--- config.mk ---
export PLATFORM = sky130hd
export DESIGN_NAME = keypad_scanner
export DESIGN_NICKNAME = d
export VERILOG_FILES = /design/src/rtl/keypad_pkg.sv /design/src/rtl/keypad_scanner_row_synchronizer.sv /design/src/rtl/keypad_scanner.sv
export SDC_FILE = /design/constraint.sdc
export NUM_CORES = 1
export LEC_CHECK = 0
export BUFFER_PORTS_ARGS = -buffer_cell sky130_fd_sc_hd__buf_4
export CORE_MARGIN = 5
export CORE_UTILIZATION = 35
export DETAILED_ROUTE_END_ITERATION = 10
export SLEW_MARGIN = 30
export SYNTH_ARGS = -nofsm -noshare
export SYNTH_HDL_FRONTEND = slang
export SYNTH_SLANG_ARGS = --single-unit
--- constraint.sdc ---
create_clock -name clock -period 3.1 [get_ports clock]
set_input_delay 0.155 -clock clock [delete_from_list [all_inputs] [get_ports clock]]
set_output_delay 0.155 -clock clock [all_outputs]
set_load 0.01 [all_outputs]
--- src/rtl/keypad_pkg.sv ---
// Shared types and constants for the 4x4 hex keypad scanner.
// Keymap is indexed [row][col] to match the PmodKYPD wiring.
package keypad_pkg;

  typedef enum logic [1:0] {
    SCAN     = 2'd0,
    DEBOUNCE = 2'd1,
    HELD     = 2'd2,
    RELEASE  = 2'd3
  } state_t;

  localparam logic [3:0] KEYMAP [4][4] = '{
    '{4'h1, 4'h2, 4'h3, 4'hA},
    '{4'h4, 4'h5, 4'h6, 4'hB},
    '{4'h7, 4'h8, 4'h9, 4'hC},
    '{4'h0, 4'hF, 4'hE, 4'hD}
  };

  // Active-low column drive, one column low at a time.
  localparam logic [3:0] COL_PATTERN [4] = '{4'b1110, 4'b1101, 4'b1011, 4'b0111};
  localparam logic [3:0] COL_RESET       = 4'b1110;
  localparam logic [3:0] ROWS_IDLE       = 4'b1111;

  function automatic logic [1:0] lowest_low_row(input logic [3:0] rows);
    logic [1:0] idx;
    if (!rows[0]) begin
      idx = 2'd0;
    end else if (!rows[1]) begin
      idx = 2'd1;
    end else if (!rows[2]) begin
      idx = 2'd2;
    end else begin
      idx = 2'd3;
    end
    return idx;
  endfunction

endpackage

--- src/rtl/keypad_scanner_row_synchronizer.sv ---
// Two-flop synchronizer for the asynchronous, active-low keypad rows.
// Resets to all-ones so an idle keypad is seen during and after reset.
module row_synchronizer (
  input  logic       clock,
  input  logic       reset,
  input  logic [3:0] i_row,
  output logic [3:0] o_row_s
);

  logic [3:0] r_meta;
  logic [3:0] r_sync;

  // Metastability filter: capture flop followed by a settling flop.
  always_ff @(posedge clock or posedge reset) begin
    if (reset) begin
      r_meta <= 4'b1111;
      r_sync <= 4'b1111;
    end else begin
      r_meta <= i_row;
      r_sync <= r_meta;
    end
  end

  assign o_row_s = r_sync;

endmodule

--- src/rtl/keypad_scanner.sv ---
// 4x4 keypad scanner: walks the columns, debounces press and release on the
// captured row, and emits the hex code with a single-cycle valid strobe.
module keypad_scanner
  import keypad_pkg::*;
#(
  parameter int SCAN_BITS       = 2,
  parameter int DEBOUNCE_CYCLES = 8
) (
  input  logic       clock,
  input  logic       reset,
  input  logic [3:0] row,
  output logic [3:0] col,
  output logic [3:0] key,
  output logic       key_valid,
  output logic       key_held
);

  localparam int                   DEB_W      = $clog2(DEBOUNCE_CYCLES);
  localparam logic [DEB_W-1:0]     DEB_LAST   = DEB_W'(DEBOUNCE_CYCLES - 1);
  localparam logic [SCAN_BITS-1:0] DWELL_LAST = {SCAN_BITS{1'b1}};

  logic [3:0]           w_row_s;
  logic                 w_row_bit;
  logic [1:0]           w_col_adv;

  state_t               r_state;
  logic [SCAN_BITS-1:0] r_dwell;
  logic [DEB_W-1:0]     r_deb;
  logic [1:0]           r_col_idx;
  logic [1:0]           r_row_idx;
  logic [3:0]           r_col;
  logic [3:0]           r_key;
  logic                 r_key_valid;
  logic                 r_key_held;

  state_t               w_state_nxt;
  logic [SCAN_BITS-1:0] w_dwell_nxt;
  logic [DEB_W-1:0]     w_deb_nxt;
  logic [1:0]           w_col_idx_nxt;
  logic [1:0]           w_row_idx_nxt;
  logic [3:0]           w_key_nxt;
  logic                 w_valid_nxt;
  logic                 w_held_nxt;

  row_synchronizer u_row_sync (
    .clock   (clock),
    .reset   (reset),
    .i_row   (row),
    .o_row_s (w_row_s)
  );

  assign w_row_bit = w_row_s[r_row_idx];
  assign w_col_adv = r_col_idx + 2'd1;

  // Next-state and output decode; counters are cleared on every state change.
  always_comb begin
    w_state_nxt   = r_state;
    w_dwell_nxt   = r_dwell;
    w_deb_nxt     = r_deb;
    w_col_idx_nxt = r_col_idx;
    w_row_idx_nxt = r_row_idx;
    w_key_nxt     = r_key;
    w_valid_nxt   = 1'b0;
    w_held_nxt    = r_key_held;
    case (r_state)
      SCAN: begin
        if (r_dwell == DWELL_LAST) begin
          if (w_row_s != ROWS_IDLE) begin
            w_state_nxt   = DEBOUNCE;
            w_row_idx_nxt = lowest_low_row(w_row_s);
            w_deb_nxt     = '0;
          end else begin
            w_col_idx_nxt = w_col_adv;
            w_dwell_nxt   = '0;
          end
        end else begin
          w_dwell_nxt = r_dwell + SCAN_BITS'(1);
        end
      end
      DEBOUNCE: begin
        if (!w_row_bit) begin
          if (r_deb == DEB_LAST) begin
            w_state_nxt = HELD;
            w_key_nxt   = KEYMAP[r_row_idx][r_col_idx];
            w_valid_nxt = 1'b1;
            w_held_nxt  = 1'b1;
            w_deb_nxt   = '0;
          end else begin
            w_deb_nxt = r_deb + DEB_W'(1);
          end
        end else begin
          w_state_nxt   = SCAN;
          w_deb_nxt     = '0;
          w_col_idx_nxt = w_col_adv;
          w_dwell_nxt   = '0;
        end
      end
      HELD: begin
        w_held_nxt = 1'b1;
        w_deb_nxt  = '0;
        if (w_row_bit) begin
          w_state_nxt = RELEASE;
        end else begin
          w_state_nxt = HELD;
        end
      end
      RELEASE: begin
        if (w_row_bit) begin
          if (r_deb == DEB_LAST) begin
            w_state_nxt   = SCAN;
            w_held_nxt    = 1'b0;
            w_deb_nxt     = '0;
            w_col_idx_nxt = w_col_adv;
            w_dwell_nxt   = '0;
          end else begin
            w_deb_nxt = r_deb + DEB_W'(1);
          end
        end else begin
          w_state_nxt = HELD;
          w_deb_nxt   = '0;
        end
      end
      default: begin
        w_state_nxt   = SCAN;
        w_dwell_nxt   = '0;
        w_deb_nxt     = '0;
        w_col_idx_nxt = 2'd0;
        w_held_nxt    = 1'b0;
      end
    endcase
  end

  // State, counters and registered outputs.
  always_ff @(posedge clock or posedge reset) begin
    if (reset) begin
      r_state     <= SCAN;
      r_dwell     <= '0;
      r_deb       <= '0;
      r_col_idx   <= 2'd0;
      r_row_idx   <= 2'd0;
      r_col       <= COL_RESET;
      r_key       <= 4'h0;
      r_key_valid <= 1'b0;
      r_key_held  <= 1'b0;
    end else begin
      r_state     <= w_state_nxt;
      r_dwell     <= w_dwell_nxt;
      r_deb       <= w_deb_nxt;
      r_col_idx   <= w_col_idx_nxt;
      r_row_idx   <= w_row_idx_nxt;
      r_col       <= COL_PATTERN[w_col_idx_nxt];
      r_key       <= w_key_nxt;
      r_key_valid <= w_valid_nxt;
      r_key_held  <= w_held_nxt;
    end
  end

  assign col       = r_col;
  assign key       = r_key;
  assign key_valid = r_key_valid;
  assign key_held  = r_key_held;

endmodule

==> out/results.ini <==
[run_status]
status=finished clean

[critical_path]
cp_num_buf_inv=0
critical_path.top_delay_family=compound AO/OA/AOI/OAI gates
worstPathCellList=mux2i_1, o22ai_1, a2111oi_0, a211oi_1
max_stage_delay_ns=0.74
path_class=reg -> reg
path_max_fanout=14
cp_slowest_cell=o22ai_1
startpoint_type=register
cp.required_ns=3.28
end_kind=register
cp.arrival_ns=2.23

[placement]
dpl.cell_count=190
portBuffers=15
hpwl_um=1942
gp_congestion=0.7248
placed_area_um2=1602

[power_and_ir_drop]
ir_drop_uv=347.5
leakagePower_nw=0.7780
cellPowerDensity_nw_per_um2=690.5

[synthesis]
synth_cells=131
ys_seq_elements=29
syn_nets=143
yosysWarnings=0
syn-cell-area_um2=1455
ys_seq_area_frac=0.5082
syn_area_per_cell_um2=11.11
ys.flop_type=dfrtp_1
async_flop_share=1.000
ys_types=40
synth_enable_flop_cells=0

[sta]
finalHoldViolCount=0
max-slew-margin-rel=0.3767
skew_ns=0.003350
setup_viol=0
fmax_mhz=488.4
fin_crit_sh=0.6605
fin_crit_ns=2.047
rsz0062_at_grt=no
fin_setup_tns_ns=0
tightest_slew_ns=0.9349
drv_slew=0

[job]
drv_cap=0

[die]
die_h_um=74.48
core_area_um2=4029
start_util=0.3612
fp-row-count=23
die_x_um=74.48
die-area_um2=5547
io_pins=16

[clock_tree]
cts_tree=built
clkSinkCount=29
numCtsBuffers=5
cts_root_buf=clkbuf_8
clockBufferDepth=2
cts_resized=0
cts.htree.levels=2
clock_latency_ns=0.28
clk_pin_slew_ns=0.07

[layout]
final_cells=203
syn_to_final_growth_pct=19.78
drive_above_1_share=0.2876
layout.nets=164
diodes=0
design_area_um2=1743

[route]
num_vias=1085
first_pass_iters=4
routed_wl_um=2727
postRouteAntennaNets=0
wire_per_inst_um=13.43
viasPerCell=5.345
post-route-drc-count=0
drtIter0Drc=86

[global_route]
overflow=0
grt_use_total=0.1115
grt_pass1_wl_um=4643
antenna_found_initial=0
grt_pass1_vias=1063
grt_max_degree=30

[worst_hold_path]
hold_class=reg -> reg

==> placed cells by master, fill, tap and decap left out, types with 5 or more instances in the layout <==
master	instances
nand2_1	8
dlygate4sd3_1	5
dfstp_2	11
o21ai_0	8
inv_1	6
a21oi_1	8
buf_4	15
dfrtp_1	18
ha_1	6
clkbuf_8	5
==> flip-flops by register name (all words and copies together) (netlist names), named ones only <==
name and count:
col 4, key 4, key_held 1, key_valid 1, r_col_idx 2, r_deb 3
r_dwell 2, r_row_idx 2, r_state 1, u_row_sync.o_row_s 4, u_row_sync.r_meta 4
==> power breakdown <==
group	internal, mW	switching (mW)
logic	0.171	0.178
clock network	0.157	0.151
registers	0.457	0.0893
==> per-layer routing <==
layer / wire (um) / track usage / up-vias / part of all wire
met5: 0 / 0 / - / 0
met4: 47 / 0.04743 / 0 / 0.017
met3: 138 / 0.04189 / 6 / 0.051
met2: 1333 / 0.1795 / 28 / 0.49
met1: 1208 / 0.1339 / 530 / 0.44
li1: - / - / 521 / -
==> synthesized netlist by cell type (3+ instances only) <==
| library cell | number | share of area |
|---|---|---|
| a21oi_1 | 8 | 0.028 |
| or3_1 | 3 | 0.013 |
| mux2i_1 | 4 | 0.028 |
| nor2_1 | 3 | 0.0077 |
| nand3_1 | 3 | 0.010 |
| dfstp_2 | 11 | 0.20 |
| nor2b_1 | 4 | 0.017 |
| nand4_1 | 3 | 0.013 |
| xnor2_1 | 3 | 0.018 |
| nand2b_1 | 4 | 0.017 |
| dfrtp_1 | 18 | 0.31 |
| clkbuf_1 | 3 | 0.0077 |
| inv_1 | 7 | 0.018 |
| mux2_2 | 4 | 0.031 |
| a22o_1 | 4 | 0.024 |
| nand2_1 | 8 | 0.021 |
| o21ai_0 | 8 | 0.028 |
| ha_1 | 6 | 0.052 |
==> path summary, 6_finish.rpt <==
check,from,endpoint,slack [ns],cells past startpoint
worst max-delay path,r_row_idx[1]$_DFFE_PP0P_,col[0]$_DFF_PP0_,1.05,4
worst min-delay path,u_row_sync.r_meta[0]$_DFF_PP1_,u_row_sync.o_row_s[0]$_DFF_PP1_,0.36,0
max in group asynchronous,reset,r_col_idx[0]$_DFF_PP0_,2.21,3
min in group asynchronous,reset,key_held$_DFFE_PP0P_,0.50,3
worst max register to register,r_row_idx[1]$_DFFE_PP0P_,col[0]$_DFF_PP0_,1.05,4
worst min register to register,u_row_sync.r_meta[0]$_DFF_PP1_,u_row_sync.o_row_s[0]$_DFF_PP1_,0.36,0
==> area by class of cell <==
cell class | count | area, um^2
fillers | 398 | 2286
clock inverters | 3 | 22.52
inverters | 7 | 26.28
flip-flops and latches | 29 | 739.5
multi-input cells | 89 | 660.6
clock buffers | 5 | 68.82
repair buffers | 20 | 162.7
well taps | 50 | 62.56
==> stage by stage <==
| stage | hold WS, ns | setup slack (ns) | util | power [mW] |
|---|---|---|---|---|
| detailed placement | 0.2650 | 1.082 | 0.3975 | 0.8972 |
| CTS | 0.3572 | 1.061 | 0.4326 | 1.218 |
| global route | 0.3592 | 0.8785 | 0.4326 | 1.289 |
| floorplan | 0.1595 | 1.427 | - | 0.8188 |
| finish | 0.3558 | 1.053 | 0.4326 | 1.204 |
| global placement | 0.2632 | 1.194 | 0.3975 | 0.8787 |
==> cells by family after synthesis <==
| group | share of synthesized area |
|---|---|
| simple gates | 0.1513 |
| compound gates | 0.1591 |
| flops | 0.5082 |
| buf+inv | 0.03784 |
| mux | 0.07394 |
| fa+ha+maj | 0.05159 |
| xor+xnor | 0.01806 |
==> repair_timing <==
| item | 4_1_cts | 5_1_grt |
|---|---|---|
| hold endpoints to repair | 22 | 0 |
| hold buffers | 5 | 0 |
| buffers inserted | 0 | 0 |
Note: power is estimated with default switching activity, not from simulation.
